$ cat config.mk
export PLATFORM = sky130hd
export DESIGN_NAME = pc_branch_unit
export DESIGN_NICKNAME = d
export VERILOG_FILES = /design/src/rtl/arch_defs_pkg.sv /design/src/rtl/return_stack.sv /design/src/rtl/pc_branch_unit.sv
export SDC_FILE = /design/constraint.sdc
export NUM_CORES = 1
export LEC_CHECK = 0
export BUFFER_PORTS_ARGS = -buffer_cell sky130_fd_sc_hd__buf_2
export CORE_MARGIN = 2
export CORE_UTILIZATION = 38
export DETAILED_ROUTE_END_ITERATION = 6
export PLACE_DENSITY = 0.84
export SYNTH_ARGS = -nofsm -noshare
export SYNTH_HDL_FRONTEND = slang
export SYNTH_SLANG_ARGS = --single-unit
$ cat constraint.sdc
create_clock -name clk -period 1.3 [get_ports clk]
set_input_delay 0.13 -clock clk [delete_from_list [all_inputs] [get_ports clk]]
set_output_delay 0.13 -clock clk [all_outputs]
set_load 0.02 [all_outputs]
$ cat src/rtl/arch_defs_pkg.sv
// Shared architecture definitions: condition codes, PC action encoding and the
// default address width used by the program-counter datapath.
package arch_defs_pkg;

    localparam int ADDR_WIDTH_DEFAULT = 8;

    typedef enum logic [2:0] {
        COND_ALWAYS = 3'b000,
        COND_Z      = 3'b001,
        COND_NZ     = 3'b010,
        COND_C      = 3'b011,
        COND_NC     = 3'b100,
        COND_N      = 3'b101,
        COND_NN     = 3'b110,
        COND_NEVER  = 3'b111
    } cond_e;

    typedef enum logic [2:0] {
        ACT_HOLD,
        ACT_INC,
        ACT_LOAD,
        ACT_CALL,
        ACT_RET
    } pc_act_e;

endpackage

$ cat src/rtl/return_stack.sv
// LIFO of return addresses; push is ignored when full, pop is ignored when empty.
module return_stack #(
    parameter int WIDTH = 8,
    parameter int DEPTH = 4
) (
    input  logic                     clk,
    input  logic                     reset,
    input  logic                     push,
    input  logic                     pop,
    input  logic [WIDTH-1:0]         data,
    output logic [WIDTH-1:0]         top,
    output logic                     full,
    output logic                     empty,
    output logic [$clog2(DEPTH):0]   depth
);
    localparam int PTR_W = $clog2(DEPTH);

    logic [WIDTH-1:0] mem [DEPTH];
    logic [PTR_W:0]   count;

    assign full  = (count == (PTR_W + 1)'(DEPTH));
    assign empty = (count == '0);
    assign depth = count;
    assign top   = mem[PTR_W'(count - 1'b1)];

    // NOTE: the storage array has no reset; only the occupancy count defines which entries are valid.
    always_ff @(posedge clk) begin
        if (push && !full) begin
            mem[count[PTR_W-1:0]] <= data;
        end
    end

    always_ff @(posedge clk or negedge reset) begin
        if (!reset) begin
            count <= '0;
        end else if (push && !full) begin
            count <= count + 1'b1;
        end else if (pop && !empty) begin
            count <= count - 1'b1;
        end
    end

endmodule

$ cat src/rtl/pc_branch_unit.sv
// Program counter with condition evaluation, jumps and (with BRANCH_STACK_EN
// defined) a return-address stack for conditional call/return.
module pc_branch_unit
    import arch_defs_pkg::*;
#(
    parameter int                    ADDR_WIDTH   = ADDR_WIDTH_DEFAULT,
    parameter int                    STACK_DEPTH  = 4,
    parameter logic [ADDR_WIDTH-1:0] RESET_VECTOR = '0
) (
    input  logic                           clk,
    input  logic                           reset,
    input  logic                           pc_inc_i,
    input  logic                           branch_en_i,
    input  logic                           call_i,
    input  logic                           ret_i,
    input  logic [2:0]                     cond_i,
    input  logic [ADDR_WIDTH-1:0]          target_i,
    input  logic                           flag_zero_i,
    input  logic                           flag_carry_i,
    input  logic                           flag_negative_i,
    output logic [ADDR_WIDTH-1:0]          pc_o,
    output logic                           branch_taken_o,
    output logic [$clog2(STACK_DEPTH):0]   depth_o,
    output logic                           stack_overflow_o,
    output logic                           stack_underflow_o
);

    function automatic logic cond_eval(input cond_e cond, input logic z, input logic c,
                                       input logic n);
        case (cond)
            COND_ALWAYS: return 1'b1;
            COND_Z:      return z;
            COND_NZ:     return !z;
            COND_C:      return c;
            COND_NC:     return !c;
            COND_N:      return n;
            COND_NN:     return !n;
            default:     return 1'b0;
        endcase
    endfunction

    pc_act_e               act;
    logic                  cond_true;
    logic [ADDR_WIDTH-1:0] pc_q;
    logic [ADDR_WIDTH-1:0] stack_top;
    logic                  taken_q;

    assign cond_true = cond_eval(cond_e'(cond_i), flag_zero_i, flag_carry_i, flag_negative_i);

`ifdef BRANCH_STACK_EN
    logic stack_full, stack_empty;
    logic ovf_set, unf_set, ovf_q, unf_q;

    return_stack #(
        .WIDTH (ADDR_WIDTH),
        .DEPTH (STACK_DEPTH)
    ) u_return_stack (
        .clk   (clk),
        .reset (reset),
        .push  (act == ACT_CALL),
        .pop   (act == ACT_RET),
        .data  (pc_q),
        .top   (stack_top),
        .full  (stack_full),
        .empty (stack_empty),
        .depth (depth_o)
    );

    // NOTE: every always_comb output gets a default first so no path can infer a latch.
    always_comb begin
        act     = ACT_HOLD;
        ovf_set = 1'b0;
        unf_set = 1'b0;
        if (ret_i) begin
            if (stack_empty) unf_set = 1'b1;
            else             act     = ACT_RET;
        end else if (call_i) begin
            // A failed-condition call degrades to inc/hold, never to a plain branch.
            if (cond_true) begin
                if (stack_full) ovf_set = 1'b1;
                else            act     = ACT_CALL;
            end else if (pc_inc_i) begin
                act = ACT_INC;
            end
        end else if (branch_en_i && cond_true) begin
            act = ACT_LOAD;
        end else if (pc_inc_i) begin
            act = ACT_INC;
        end
    end

    always_ff @(posedge clk or negedge reset) begin
        if (!reset) begin
            ovf_q <= 1'b0;
            unf_q <= 1'b0;
        end else begin
            if (ovf_set) ovf_q <= 1'b1;
            if (unf_set) unf_q <= 1'b1;
        end
    end

    assign stack_overflow_o  = ovf_q;
    assign stack_underflow_o = unf_q;
`else
    // Without a stack, call is just another jump strobe and ret has no effect.
    logic unused_ret;
    assign unused_ret = ret_i;

    always_comb begin
        act = ACT_HOLD;
        if ((call_i || branch_en_i) && cond_true) act = ACT_LOAD;
        else if (pc_inc_i)                        act = ACT_INC;
    end

    assign stack_top         = '0;
    assign depth_o           = '0;
    assign stack_overflow_o  = 1'b0;
    assign stack_underflow_o = 1'b0;
`endif

    // NOTE: state registers use non-blocking assignments so all flops update from pre-edge values.
    always_ff @(posedge clk or negedge reset) begin
        if (!reset) begin
            pc_q    <= RESET_VECTOR;
            taken_q <= 1'b0;
        end else begin
            case (act)
                ACT_INC:            pc_q <= pc_q + ADDR_WIDTH'(1);
                ACT_LOAD, ACT_CALL: pc_q <= target_i;
                ACT_RET:            pc_q <= stack_top;
                default:            pc_q <= pc_q;
            endcase
            taken_q <= (act == ACT_LOAD) || (act == ACT_CALL) || (act == ACT_RET);
        end
    end

    assign pc_o           = pc_q;
    assign branch_taken_o = taken_q;

endmodule

==> results of run 1 <==
-- metrics by stage --
stage | area, µm² | setup WS (ns) | setup TNS (ns) | power [mW] | cells
CTS | 845 | 0.00299 | 0 | 1.30 | 105
global route | 857 | -0.0311 | -0.0362 | 1.41 | 105
detailed placement | 785 | -0.0288 | -0.111 | 1.03 | 99
floorplan | 637 | -0.0627 | -0.0627 | 0.837 | 57
finish | 857 | 0.00166 | 0 | 1.32 | 105
global placement | 785 | -0.00366 | -0.00366 | 1.02 | 99
-- state kept, by name, indices dropped and copies added, names as in the netlist --
name and count:
pc_o 8, branch_taken_o 1
-- power by group through the flow --
stage | clock network [mW] | registers, mW | logic [mW]
global placement | 0 | 0.447 | 0.568
CTS | 0.217 | 0.459 | 0.623
global route | 0.236 | 0.480 | 0.694
finish | 0.210 | 0.466 | 0.640
detailed placement | 0 | 0.455 | 0.580
floorplan | 0 | 0.546 | 0.291
-- worst reg2reg max path, cell delays in order, from the launching register on --
cell and delay, ns:
dfrtp_2 0.44, ha_4 0.24, mux2_4 0.25, mux2_4 0.26
-- logic make-up after synthesis --
kind of cell | share of synthesized area (%)
adders and majority gates | 2.02
AOI/OAI and AO/OA | 1.62
and+or+nand+nor | 21.5
other | 0.607
DFF | 36.4
buffers and inverters | 6.68
muxes | 21.3
xor gates and xnor gates | 9.92
-- cell usage in the layout (no fill, tap or decap) --
| cell type | netlist | layout |
|---|---|---|
| clkbuf_4 | 0 | 3 |
| inv_1 | 1 | 1 |
| dfrtp_2 | 0 | 3 |
| nor4b_1 | 1 | 1 |
| o21ai_1 | 2 | 2 |
| buf_4 | 5 | 4 |
| nand4_1 | 2 | 2 |
| conb_1 | 1 | 5 |
| dfrtp_1 | 9 | 6 |
| xnor2_1 | 4 | 4 |
| xor2_1 | 3 | 3 |
| dlygate4sd3_1 | 0 | 1 |
| ha_4 | 0 | 1 |
| nor2b_1 | 2 | 2 |
| buf_6 | 0 | 1 |
| mux2_4 | 8 | 9 |
| nand3_4 | 1 | 1 |
| and3_1 | 1 | 1 |
| nand2_1 | 3 | 3 |
| nand4_4 | 0 | 1 |
| nor4bb_1 | 1 | 1 |
| buf_2 | 0 | 27 |
| and2_1 | 1 | 1 |
| nor3b_1 | 1 | 1 |
| nor3_2 | 2 | 2 |
| nor2_1 | 2 | 2 |
| clkbuf_1 | 0 | 1 |
-- timing repair --
| item | CTS | global route |
|---|---|---|
| setup buffers | 1 | 0 |
| gates resized for setup | 2 | 2 |
| hold endpoints to repair | 9 | 0 |
| endpoints found under the setup margin | 1 | 4 |
| hold buffers | 1 | 0 |
| pin swaps | 2 | 1 |
-- cell type report --
cell class / instances / area [µm²] / share of cell area (%)
Clock buffer: 4 / 26.3 / 3.07
Sequential cell: 9 / 229 / 26.7
Multi-Input combinational cell: 42 / 392 / 45.7
Timing Repair Buffer: 33 / 186 / 21.8
Inverter: 1 / 3.75 / 0.438
Tap cell: 16 / 20.0 / 2.34
-- per-layer routing --
layer / vias to the layer above / global-route usage (%) / share of wire [%]
li1: 246 / - / -
met1: 229 / 15.3 / 41
met2: 23 / 23.2 / 50
met3: 2 / 2.45 / 7.9
met4: 0 / 7.27 / 0.76
met5: - / 0 / 0
-- worst paths after layout --
kind                             start  endpoint  depth (start not counted)  slack (ns)
max reg2reg                    pc_o[1]   pc_o[1]                          3       0.002
max in group asynchronous        reset   pc_o[1]                          2        0.85
max                            pc_o[1]   pc_o[1]                          3       0.002
min                        target_i[0]   pc_o[0]                          2        0.10
min reg2reg                    pc_o[6]   pc_o[6]                          2        0.67
min in group asynchronous        reset   pc_o[4]                          2        0.25
==> impl_metrics.json, run 1 <==
{
  "drt_iter0_drc": 3,
  "pwr-share-seq_pct": 35.4,
  "fin_crit_sh_pct": 99.9,
  "antenna_found_initial": 0,
  "grt_max_degree": 10,
  "htree_levels": 1,
  "switchingPower_mw": 0.483,
  "synthArstFlopShare_pct": 100,
  "synth_seq_cells": 9,
  "ys.warnings.count": 0,
  "postSynthCellCount": 53,
  "portBuffers": 27,
  "area_growth_pct": 38.7,
  "gr-total-overflow": 0,
  "cts.sinks": 9,
  "viasPerCell": 4.76,
  "fp-row-count": 14,
  "endpoint_kind": "flip-flop",
  "powerDensity_mw_per_mm2": 1540,
  "dr.pass1.iters": 2,
  "max_freq_mhz": 770,
  "combPwrFrac_pct": 48.6,
  "crit_family": "multiplexers",
  "cts_tree": "yes",
  "rsz0062_at_grt": "true",
  "grt_pass1_wl_um": 1880,
  "swShare_pct": 36.7,
  "max_stage_delay_ns": 0.44,
  "track_usage_pct": 13.3,
  "fin_crit_ns": 1.30,
  "pin_count": 34,
  "synthFlopType": "dfrtp_1",
  "start_util_pct": 40.6,
  "cp_data_arrival_time_ns": 1.44,
  "skew_ns": 0.00386,
  "seq_area_frac_synth_pct": 36.4,
  "synth.most_common_cell": "dfrtp_1",
  "netlist_area_um2": 618,
  "dieArea_mm2": 0.00197,
  "routed_wl_um": 1190,
  "synth.top_cell.area_share_pct": 36.4,
  "whs_ns": 0.103,
  "critPathBufInv": 0,
  "clockRootBuffer": "clkbuf_4",
  "syn_area_per_cell_um2": 11.7,
  "outcome": "completed",
  "leakage_nw": 0.426,
  "hp-class": "in -> reg",
  "hold_viol": 0,
  "grt_pass1_vias": 475,
  "synth.distinct_cells": 22,
  "clk_pin_slew_ns": 0.06,
  "clock_latency_ns": 0.26,
  "synth_edf_count": 0,
  "core-area_mm2": 0.00152,
  "nFillCells": 131,
  "cts.path.max_buffers": 2,
  "maxSlewViolCount": 0,
  "start_kind": "flip-flop",
  "clkPwrFrac_pct": 16.0,
  "vias": 500,
  "crit_type": "reg -> reg",
  "wl_per_cell_um": 11.3,
  "die_h_um": 44.3,
  "p_int_mw": 0.833,
  "worstPathCellList": "ha_4, mux2_4, mux2_4",
  "synth_top_cells_by_area": "dfrtp_1 36%, mux2_4 19%, buf_4 6.1%",
  "dp.final_hpwl_um": 924,
  "ant_nets": 0,
  "setup_viol": 0,
  "antenna_cells": 0,
  "critPathRequiredTime_ns": 1.44,
  "numCtsBuffers": 3,
  "place_congestion": 0.764,
  "die_w_um": 44.3,
  "layout-drive-gt1-share_pct": 58.4,
  "yosysTopAreaCell": "dfrtp_1",
  "final_nets": 111,
  "crit_path_frequent_cell": "mux2_4",
  "peakVddDrop_mv": 0.627,
  "cap_viol_max_count": 0,
  "ys_top_cells_by_count": "9 x dfrtp_1, 8 x mux2_4, 5 x buf_4, 4 x xnor2_1",
  "worst_path_max_delay_cell": "dfrtp_2",
  "final_util_pct": 56.2,
  "drc_errors": 0,
  "critPathMaxFanout": 3
}
No activity file was read; power rests on OpenSTA's default activity.
==> inputs of run 2 (changes only) <==
--- a/config.mk
+++ b/config.mk
@@ -6,10 +6,11 @@
 export NUM_CORES = 1
 export LEC_CHECK = 0
 export BUFFER_PORTS_ARGS = -buffer_cell sky130_fd_sc_hd__buf_2
-export CORE_MARGIN = 2
+export CORE_MARGIN = 4
 export CORE_UTILIZATION = 38
 export DETAILED_ROUTE_END_ITERATION = 6
 export PLACE_DENSITY = 0.84
 export SYNTH_ARGS = -nofsm -noshare
 export SYNTH_HDL_FRONTEND = slang
+export SYNTH_HIERARCHICAL = 1
 export SYNTH_SLANG_ARGS = --single-unit
==> impl_metrics.json, run 2 <==
{
  "maxSlewViolCount": 0,
  "max_freq_mhz": 775,
  "area_growth_pct": 35.4,
  "yosysTopAreaCell": "dfrtp_1",
  "multi_input_area_um2": 383,
  "netlist_area_um2": 618,
  "syn_area_per_cell_um2": 11.7,
  "critPathRequiredTime_ns": 1.45,
  "powerDensity_mw_per_mm2": 1530,
  "gr-total-overflow": 0,
  "crit_path_frequent_cell": "mux2_4",
  "htree_levels": 1,
  "synth.distinct_cells": 22,
  "cts_tree": "yes",
  "numCtsBuffers": 3,
  "setup_viol": 0,
  "grt_pass1_wl_um": 2150,
  "worstPathCellList": "ha_4, mux2_4, mux2_4",
  "leakage_nw": 0.422,
  "hold_viol": 0,
  "clk_pin_slew_ns": 0.06,
  "crit_type": "reg -> reg",
  "largest_reg_flops": 8,
  "crit_family": "multiplexers",
  "ant_nets": 0,
  "antenna_found_initial": 0,
  "total_power_mw": 1.28,
  "clockRootBuffer": "clkbuf_4",
  "rsz0062_at_grt": "true",
  "synth_seq_cells": 9,
  "routed_wl_um": 1240,
  "place_congestion": 0.748,
  "antenna_cells": 0,
  "whs_ns": 0.0974,
  "peakVddDrop_mv": 0.527,
  "grt_pass1_vias": 534,
  "synth_top_cells_by_area": "dfrtp_1 36%, mux2_4 19%, buf_4 6.1%",
  "seq_area_frac_synth_pct": 36.4,
  "critPathBufInv": 0,
  "synthArstFlopShare_pct": 100,
  "fp-row-count": 14,
  "final_nets": 110,
  "grt_max_degree": 10,
  "track_usage_pct": 11.9,
  "synth_edf_count": 0,
  "dieArea_mm2": 0.00234,
  "vias": 513,
  "wl_met3_um": 144,
  "die_w_um": 48.3,
  "cts.path.max_buffers": 2,
  "wl_met2_um": 579,
  "pin_count": 34,
  "ys.warnings.count": 6,
  "routed.top_layer": "met4",
  "fin_crit_ns": 1.29,
  "cts.sinks": 9,
  "synth.top_cell.area_share_pct": 36.4,
  "max_stage_delay_ns": 0.44,
  "final_cell_mix": "27 x buf_2, 9 x mux2_4, 6 x dfrtp_1",
  "start_kind": "flip-flop",
  "layout-drive-gt1-share_pct": 58.0,
  "ys_top_cells_by_count": "9 x dfrtp_1, 8 x mux2_4, 5 x buf_4, 4 x xnor2_1",
  "die_h_um": 48.3,
  "endpoint_kind": "flip-flop",
  "critPathMaxFanout": 3,
  "synthFlopType": "dfrtp_1",
  "synth.most_common_cell": "dfrtp_1",
  "layout_commonest_cell": "buf_2",
  "drt_iter0_drc": 3,
  "outcome": "completed",
  "worst_path_max_delay_cell": "dfrtp_2",
  "wl_per_cell_um": 11.9,
  "seqCellArea_um2": 229,
  "nFillCells": 133,
  "hp-class": "in -> reg",
  "core-area_mm2": 0.00152,
  "dp.final_hpwl_um": 1020,
  "drc_errors": 0,
  "layout_setup_ws_ns": 0.00945,
  "wl_met1_um": 486,
  "fin_crit_sh_pct": 99.3,
  "cap_viol_max_count": 0,
  "dr.pass1.iters": 3,
  "viasPerCell": 4.93,
  "clock_latency_ns": 0.26,
  "postSynthCellCount": 53,
  "pre_cts_slack_ns": -0.0602,
  "start_util_pct": 40.6,
  "portBuffers": 27,
  "skew_ns": 0.00236,
  "cp_data_arrival_time_ns": 1.44
}
-- run 2: cell counts after synthesis --
No cell type changed its count.
-- run 2: cell type report --
class,count,area share (%)
multi-input cells,42,45.7
flip-flops and latches,9,27.4
inverters,1,0.448
repair buffers,32,20.9
clock buffers,4,3.14
well taps,16,2.39
-- run 2: repair_timing --
item / in CTS / in global routing
pin swaps: 1 / 1
gates resized for setup: 1 / 1
setup endpoints to repair: 1 / 3
setup buffers: 0 / 0
hold buffers: 1 / 0
hold endpoints to repair: 9 / 0
-- run 2: worst paths after layout --
| kind | start | endpoint | slack, ns | cells after the start |
|---|---|---|---|---|
| max | pc_o[0] | pc_o[1] | 0.009 | 3 |
| min in group asynchronous | reset | pc_o[4] | 0.25 | 2 |
| min | target_i[2] | pc_o[2] | 0.1 | 2 |
| min reg2reg | pc_o[6] | pc_o[6] | 0.66 | 2 |
| max reg2reg | pc_o[0] | pc_o[1] | 0.009 | 3 |
| max in group asynchronous | reset | pc_o[0] | 0.86 | 2 |
-- run 2: cell families after synthesis --
group / after synthesis / synth area share [%]
buf+inv: 6 / 6.68
xor+xnor: 7 / 9.92
fa+ha+maj: 1 / 2.02
other cells: 1 / 0.607
flops: 9 / 36.4
mux: 9 / 21.3
simple gates: 18 / 21.5
compound gates: 2 / 1.62
-- run 2: stage by stage --
stage / util (%) / area, µm² / TNS [ns] / instances
5_1_grt: 54.9 / 837 / -0.0493 / 104
3_5_place_dp: 51.5 / 785 / -0.450 / 99
6_report: 54.9 / 837 / 0 / 104
3_3_place_gp: 51.5 / 785 / -0.000666 / 99
2_1_floorplan: - / 637 / -0.0627 / 57
4_1_cts: 54.7 / 833 / 0 / 104
-- run 2: metal layers --
metal | global-route usage, % | up-vias
met2 | 19.3 | 28
met1 | 11.9 | 238
met4 | 8.29 | 0
met5 | 0 | -
li1 | - | 244
met3 | 5.21 | 3
-- run 2: power by group --
| group | switching, mW | internal [mW] | total, mW |
|---|---|---|---|
| Combinational | 0.277 | 0.331 | 0.608 |
| Sequential | 0.0925 | 0.364 | 0.456 |
| Clock | 0.100 | 0.118 | 0.219 |
| Total | 0.470 | 0.813 | 1.28 |
